===== config.mk =====
export PLATFORM = sky130hd
export DESIGN_NAME = uart_receiver_flat
export DESIGN_NICKNAME = d
export VERILOG_FILES = /design/src/rtl/uart_receiver_if.sv /design/src/rtl/uart_receiver.sv /design/src/flat_wrapper.sv
export SDC_FILE = /design/constraint.sdc
export NUM_CORES = 1
export LEC_CHECK = 0
export ABC_AREA = 0
export ABC_CLOCK_PERIOD_IN_PS = 4890
export BUFFER_PORTS_ARGS = -buffer_cell sky130_fd_sc_hd__buf_2
export CORE_UTILIZATION = 30
export CTS_CLUSTER_DIAMETER = 60
export DETAILED_ROUTE_END_ITERATION = 8
export GPL_ROUTABILITY_DRIVEN = 0
export MAX_ROUTING_LAYER = met4
export SLEW_MARGIN = 20
export SYNTH_ARGS = -nofsm -noshare
export SYNTH_HDL_FRONTEND = slang
export SYNTH_SLANG_ARGS = --single-unit
export TNS_END_PERCENT = 30

===== constraint.sdc =====
create_clock -name clk -period 4.89 [get_ports clk]
set_input_delay 0.7335 -clock clk [delete_from_list [all_inputs] [get_ports clk]]
set_output_delay 0.7335 -clock clk [all_outputs]
set_load 0.005 [all_outputs]

===== src/rtl/uart_receiver_if.sv =====
// -----------------------------------------------------------------------------
// uart_receiver_if
// Byte-side port of the UART receiver. It carries the received byte, the
// valid/ready handshake and the two error pulses.
//   data_out        [7:0] received byte, stable while data_out_valid is high
//   data_out_valid        data_out holds an unconsumed byte
//   data_out_ready        consumer accepts the byte on a valid & ready edge
//   framing_error         one-cycle pulse: the stop bit was sampled as 0
//   overrun               one-cycle pulse: a byte was dropped because the
//                         holding register was full
// The receiver connects to the master modport and the consumer to the slave
// modport.
// -----------------------------------------------------------------------------
interface uart_receiver_if;
    logic [7:0] data_out;
    logic       data_out_valid;
    logic       data_out_ready;
    logic       framing_error;
    logic       overrun;

    modport master (
        output data_out,
        output data_out_valid,
        output framing_error,
        output overrun,
        input  data_out_ready
    );

    modport slave (
        input  data_out,
        input  data_out_valid,
        input  framing_error,
        input  overrun,
        output data_out_ready
    );
endinterface


===== src/rtl/uart_receiver.sv =====
// -----------------------------------------------------------------------------
// uart_receiver
// Receive half of the 8N1 UART link: start bit 0, 8 data bits LSB first,
// stop bit 1. The asynchronous RX line is synchronised and then sampled in
// the middle of each bit. A complete byte goes into a one-entry holding
// register that is read through a valid/ready handshake. Framing errors and
// overruns are reported as one-cycle pulses.
//   clk        clock
//   reset      synchronous, active-high reset
//   serial_in  asynchronous RX line, idle high
//   rx_if      byte handshake and error pulses (master side)
// -----------------------------------------------------------------------------
module uart_receiver #(
    parameter int CLOCK_FREQ = 125_000_000,
    parameter int BAUD_RATE  = 115_200
) (
    input  logic              clk,
    input  logic              reset,
    input  logic              serial_in,
    uart_receiver_if.master   rx_if
);

    localparam int SYMBOL_EDGE_TIME = CLOCK_FREQ / BAUD_RATE;
    localparam int SAMPLE_TIME      = SYMBOL_EDGE_TIME / 2;
    localparam int CNT_W            = $clog2(SYMBOL_EDGE_TIME);

    localparam logic [CNT_W-1:0] SAMPLE_LAST = CNT_W'(SAMPLE_TIME - 1);
    localparam logic [CNT_W-1:0] SYMBOL_LAST = CNT_W'(SYMBOL_EDGE_TIME - 1);
    localparam logic [CNT_W-1:0] CNT_ONE     = CNT_W'(1);

    typedef enum logic [2:0] {
        IDLE      = 3'd0,
        START     = 3'd1,
        DATA      = 3'd2,
        STOP      = 3'd3,
        WAIT_HIGH = 3'd4
    } state_t;

    state_t           state_q;
    logic [1:0]       sync_q;
    logic             rx_s;
    logic [CNT_W-1:0] cnt_q;
    logic [2:0]       bit_idx_q;
    logic [7:0]       shift_q;
    logic [7:0]       data_q;
    logic             valid_q;
    logic             fe_q;
    logic             ov_q;

    // The second synchroniser flop is the only view of the line the FSM uses.
    assign rx_s = sync_q[1];

    assign rx_if.data_out       = data_q;
    assign rx_if.data_out_valid = valid_q;
    assign rx_if.framing_error  = fe_q;
    assign rx_if.overrun        = ov_q;

    // Synchroniser, receive FSM, holding register and error pulses.
    always_ff @(posedge clk) begin
        if (reset) begin
            sync_q    <= 2'b11;
            state_q   <= IDLE;
            cnt_q     <= '0;
            bit_idx_q <= 3'd0;
            shift_q   <= 8'h00;
            data_q    <= 8'h00;
            valid_q   <= 1'b0;
            fe_q      <= 1'b0;
            ov_q      <= 1'b0;
        end else begin
            sync_q <= {sync_q[0], serial_in};
            fe_q   <= 1'b0;
            ov_q   <= 1'b0;

            // Consumption. A byte loaded at the stop sample below overrides this.
            if (valid_q && rx_if.data_out_ready) begin
                valid_q <= 1'b0;
            end

            case (state_q)
                IDLE: begin
                    if (!rx_s) begin
                        state_q <= START;
                        cnt_q   <= '0;
                    end
                end

                START: begin
                    if (cnt_q == SAMPLE_LAST) begin
                        cnt_q     <= '0;
                        bit_idx_q <= 3'd0;
                        // A line that has returned high by mid-start-bit was a glitch.
                        state_q   <= rx_s ? IDLE : DATA;
                    end else begin
                        cnt_q <= cnt_q + CNT_ONE;
                    end
                end

                DATA: begin
                    if (cnt_q == SYMBOL_LAST) begin
                        cnt_q   <= '0;
                        shift_q <= {rx_s, shift_q[7:1]};
                        if (bit_idx_q == 3'd7) begin
                            state_q <= STOP;
                        end else begin
                            bit_idx_q <= bit_idx_q + 3'd1;
                        end
                    end else begin
                        cnt_q <= cnt_q + CNT_ONE;
                    end
                end

                STOP: begin
                    if (cnt_q == SYMBOL_LAST) begin
                        cnt_q <= '0;
                        if (rx_s) begin
                            // The FSM returns to IDLE at mid-stop-bit, so a
                            // back-to-back start edge is still caught.
                            state_q <= IDLE;
                            if (!valid_q || rx_if.data_out_ready) begin
                                data_q  <= shift_q;
                                valid_q <= 1'b1;
                            end else begin
                                ov_q <= 1'b1;
                            end
                        end else begin
                            fe_q    <= 1'b1;
                            state_q <= WAIT_HIGH;
                        end
                    end else begin
                        cnt_q <= cnt_q + CNT_ONE;
                    end
                end

                WAIT_HIGH: begin
                    // A break holds the line low. Wait it out so that only one error is reported.
                    if (rx_s) begin
                        state_q <= IDLE;
                    end
                end

                default: begin
                    state_q <= IDLE;
                end
            endcase
        end
    end

endmodule


===== src/flat_wrapper.sv =====
// flat-port wrapper written by rule: the top's interface ports become plain ports
module uart_receiver_flat 
#(
    parameter int CLOCK_FREQ = 125_000_000,
    parameter int BAUD_RATE  = 115_200
)
  (clk, reset, serial_in, rx_if_data_out, rx_if_data_out_valid, rx_if_framing_error, rx_if_overrun, rx_if_data_out_ready);
  uart_receiver_if rx_if_i ();
  input  logic clk;
  input  logic reset;
  input  logic serial_in;
  output wire logic [$bits(rx_if_i.data_out)-1:0] rx_if_data_out;
  output wire logic [$bits(rx_if_i.data_out_valid)-1:0] rx_if_data_out_valid;
  output wire logic [$bits(rx_if_i.framing_error)-1:0] rx_if_framing_error;
  output wire logic [$bits(rx_if_i.overrun)-1:0] rx_if_overrun;
  input wire logic [$bits(rx_if_i.data_out_ready)-1:0] rx_if_data_out_ready;
  assign rx_if_data_out = rx_if_i.data_out;
  assign rx_if_data_out_valid = rx_if_i.data_out_valid;
  assign rx_if_framing_error = rx_if_i.framing_error;
  assign rx_if_overrun = rx_if_i.overrun;
  assign rx_if_i.data_out_ready = rx_if_data_out_ready;
  uart_receiver #(.CLOCK_FREQ(CLOCK_FREQ), .BAUD_RATE(BAUD_RATE)) u_core (.clk(clk), .reset(reset), .serial_in(serial_in), .rx_if(rx_if_i));
endmodule

# Word-level counts from Yosys, hierarchy flattened
# Index checks and enable logic that the tools add are counted.
classes:
  n_addsub: 2
  n_eq_ne: 14
  mux: 24
  bitwise_logic: 3
  reduce_logical: 14
ops:
  columns: ["cell", "n"]
  rows:
  - ["11-bit 2-to-1 mux", 3]
  - ["11-bit one-hot mux with 3 select lines", 1]
  - ["3-bit 2-to-1 mux", 10]
  - ["3-bit one-hot mux with 5 select lines", 1]
  - ["11-bit by 1-bit adder with 11-bit output, second input constant", 1]
  - ["11-bit by 10-bit == test with 1-bit output, second input constant", 1]
  - ["11-bit == test, second input constant", 1]
  - ["2-bit by 1-bit inequality test with 1-bit output, second input constant", 5]
  - ["4-bit AND reduction", 2]
  - ["1-bit 2-to-1 mux", 7]
  - ["3-bit by 2-bit == test with 1-bit output, second input constant", 2]
  - ["3-bit == test, second input constant", 2]
  - ["3-bit one-hot mux with 2 select lines", 1]
  - ["6-bit AND reduction", 1]
  - ["2-bit inequality test, second input constant", 2]
  - ["2-bit AND reduction", 2]
  - ["4-bit OR reduction", 1]
  - ["3-bit by 1-bit adder with 3-bit output, second input constant", 1]
  - ["3-bit by 1-bit == test with 1-bit output, second input constant", 1]
  - ["3-bit zero test", 1]
  - ["1-bit NOT", 3]
  - ["3-bit nonzero test", 1]
  - ["3-bit OR reduction", 1]
  - ["2-bit 2-to-1 mux", 1]
  - ["other kinds (5)", 5]
totals:
  reg_bits: 38
  inputBits: 4
  out_inout_bits: 11
  wordCells: 66

# Longest topological paths before layout
logic_depth:
  depth_word: 6
  mapped_depth: 8
  mapped_depth_nobuf: 7

# Least setup slack after synthesis
# Ideal clock, no wire load.
synth_timing:
  kind: "register to register"
  start: "register u_core.cnt_q[6]"
  end: "register u_core.data_q[0], in the netlist u_core.rx_if.data_out[0]"
  setup_ns: 0.128
  arrival_ns: 1.671
  required_time_ns: 4.762
  path_slack_ns: 3.091
  stages_incl_launch_ff: 6
  n_path_buf: 0
  synth_period_minus_slack_ns: 1.799
  cell_sequence: "dfxtp_1 -> or3_4 -> nor3_4 -> nand4_1 -> mux2i_1 -> nor2_1"
synth_between:
  elab_chain_len: 2
synth_rtl:
  columns: ["item", "line_no", "source"]
  rows:
  - ["start, declared", "uart_receiver.sv:42", "logic [CNT_W-1:0] cnt_q;"]
  - ["start signal, assigned", "uart_receiver.sv:95", "cnt_q <= cnt_q + CNT_ONE;"]
  - ["start signal, assigned", "uart_receiver.sv:109", "cnt_q <= cnt_q + CNT_ONE;"]
  - ["start signal, assigned", "uart_receiver.sv:131", "cnt_q <= cnt_q + CNT_ONE;"]
  - ["11-bit == test", "uart_receiver.sv:114", "if (cnt_q == SYMBOL_LAST) begin"]
  - ["4-bit AND reduction (no line)", null, null]
  - ["end signal, assigned", "uart_receiver.sv:121", "data_q <= shift_q;"]
  - ["end, declared", "uart_receiver.sv:45", "logic [7:0] data_q;"]
# Every way passes these cells.
# A chain may end at the register's enable or synchronous reset.

# Worst setup path in the final report
layout_timing:
  start: "register u_core.cnt_q[0]"
  end: "register u_core.data_q[4], in the netlist u_core.rx_if.data_out[4]"
# Same word-level chain as after synthesis.

==> metrics <==
post-cts repair resize count 0; R2R setup slack 2.48 ns; WS Path Type register to register; RSZ-0062 raised after global routing false; GR Overflow Total 0; Die Ht 77.4 um; H-Tree Level Count 2; Final Cell Area 1980 um2; Setup TNS 0 ns; CTS max path bufs 2; fin crit period 2.41 ns; via/cell ratio 4.85; top-area cell type share of the netlist area 44.6%; clock root buffer master clkbuf_8; Routed WL 3210 um; Worst VDD drop 104 uV; DR WL/cell 11.3 um; vias 1,376; status finished clean; R2R Path Start u_core.cnt_q[0]; FILL cells 580; Yosys warnings 0; largest net degree at the start of global routing 36; fmax 415 MHz; initial antenna violation count 0; cell taking the most area after synthesis dfxtp_1; # setup viols final 0; Req. time, crit path 5.05 ns; first drt pass iteration count 4; Slew headroom 37.0%; worst skew pair latency 0.29 ns; Slowest-stage cell, CP nand4_1; hold buffer count at cts 0; Hold Path Class register to register; Placeable Area 5510 um2; #FFs+latches synth 38; most numerous cell in the Yosys netlist dfxtp_1; I/O pin count 15; Starting DRT DRC Count 69; max cap viols 0; Hold Slack 0.412 ns; Syn Nets 205; DIE AREA 5990 um2; synthesized area 1710 um2; Area Overhead vs Synth 16.1%; Critical Path Sink u_core.rx_if.data_out[4]; postcts setup bufs 0; fin nets 220; Area contributors post-synth dfxtp_1, mux2i_1, a21oi_1, nand2_1, nand3_1; Residual DRC 0; gr usage total 12.1%; floorplan row count 27; critical path capture point type register; clock sinks 38; slew of the pin with the lowest slew margin 0.945 ns; ys async rst share 0%; Distinct cells, synth 36; synth cell count leaders dfxtp_1, nand2_1, a21oi_1, nor2_1, nand3_1; vias in the first global route 1,287; layout cell share with drive strength beyond 1 14.2%; nature of the critical path startpoint register; first-pass GRT wire length 5640 um; top_reg_cell synth dfxtp_1; Stages on worst setup path 7; Final Total Pwr 0.646 mW; CTS tree built; initial core utilization 31.0%; worst path cell trace inv_1 -> ha_1 -> nand4b_1 -> nor3_4 -> nand4_1 -> mux2i_1 -> nor2_1; final setup skew 0.00809 ns; post-route ant nets 0; Crit Path Max Fanout 13; Inserted Diodes 0; # port buffers 14; HPWL after DPL 2220 um; CTS buffer count 5; FF-to-FF End u_core.rx_if.data_out[4]; Die W 77.4 um; pwr dens 327 nW/um2; Worst Path Arrival 2.57 ns; Final Hold Vio Count 0; CP bufs+invs 1; synthesized area per cell 8.70 um2; Post-DP Area 1840 um2; Post-synth EDFFs 0; period utilisation layout 49.2%; Slew Limit Fails 0; leakage 0.777 nW; clk slew on worst S/H paths 0.08 ns; CP peak stage delay 0.61 ns; Syn Inst Count 196; critical path's top delay family simple AND/OR/NAND/NOR gates; worst reg-to-reg path cell count 7; Seq/Total Area, Yosys 44.6%; Worst Setup SP u_core.cnt_q[0]
state kept, by name (all words and copies together), names as in the netlist:
signal                       cells
u_core.cnt_q                    11
u_core.rx_if.data_out            8
u_core.shift_q                   8
u_core.bit_idx_q                 3
u_core.state_q                   3
u_core.sync_q                    2
u_core.rx_if.data_out_valid      1
u_core.rx_if.framing_error       1
u_core.rx_if.overrun             1
through the flow:
stage	worst slack, ns	util (%)	instances
2_1_floorplan	3.09	-	196
3_3_place_gp	2.50	33.4	276
3_5_place_dp	2.47	33.4	276
4_1_cts	2.46	35.9	284
5_1_grt	2.24	35.9	284
6_report	2.48	35.9	284
routing by layer:
metal  up-vias  track usage, %  routed length, um
li1        731               -                  -
met1       628            14.5               1610
met2        11            19.2               1470
met3         6            3.18                 82
met4         0            4.91                 51
met5         -               -                  0
cells by family (layout without fill, tap and decap cells):
kind of cell,after synthesis,in the layout,synth area share (%)
muxes,11,11,6.46
DFF,38,38,44.6
adders and majority gates,5,5,3.67
and+or+nand+nor,93,93,28.6
AOI/OAI and AO/OA,39,39,14.4
buffers and inverters,10,26,2.27
power breakdown:
group / internal (mW) / total (mW) / leakage (nW) / switching (mW)
Combinational: 0.00668 / 0.0174 / 0.402 / 0.0107
Sequential: 0.311 / 0.312 / 0.307 / 0.00166
Clock: 0.204 / 0.317 / 0.0683 / 0.112
Total: 0.521 / 0.646 / 0.777 / 0.125
worst min path at each step:
stage / start / endpoint / slack, ns / depth (start not counted)
3_3_place_gp: u_core.sync_q[0] / u_core.sync_q[1] / 0.40 / 1
6_report: u_core.sync_q[0] / u_core.sync_q[1] / 0.41 / 1
4_1_cts: u_core.sync_q[0] / u_core.sync_q[1] / 0.42 / 1
3_5_place_dp: u_core.sync_q[0] / u_core.sync_q[1] / 0.40 / 1
2_1_floorplan: u_core.sync_q[0] / u_core.sync_q[1] / 0.39 / 1
5_1_grt: u_core.sync_q[0] / u_core.sync_q[1] / 0.43 / 1
cell usage in the layout (no fill, tap or decap), drive strengths merged, types with 10 or more instances in the layout:
cell    netlist  routed
dfxtp        38      38
nand2        24      24
nor2         19      19
a21oi        19      19
nand3        16      16
buf           1      14
mux2i        11      11
nand2b       10      10
area by class of cell:
type / instances / area, um2 / share of cell area, %
Timing Repair Buffer: 14 / 70.1 / 3.54
Clock inverter: 3 / 68.8 / 3.48
Multi-Input combinational cell: 148 / 906 / 45.8
Inverter: 4 / 15.0 / 0.759
Clock buffer: 5 / 68.8 / 3.48
Tap cell: 72 / 90.1 / 4.55
Sequential cell: 38 / 761 / 38.4
Note: power is estimated with default switching activity, not from simulation.
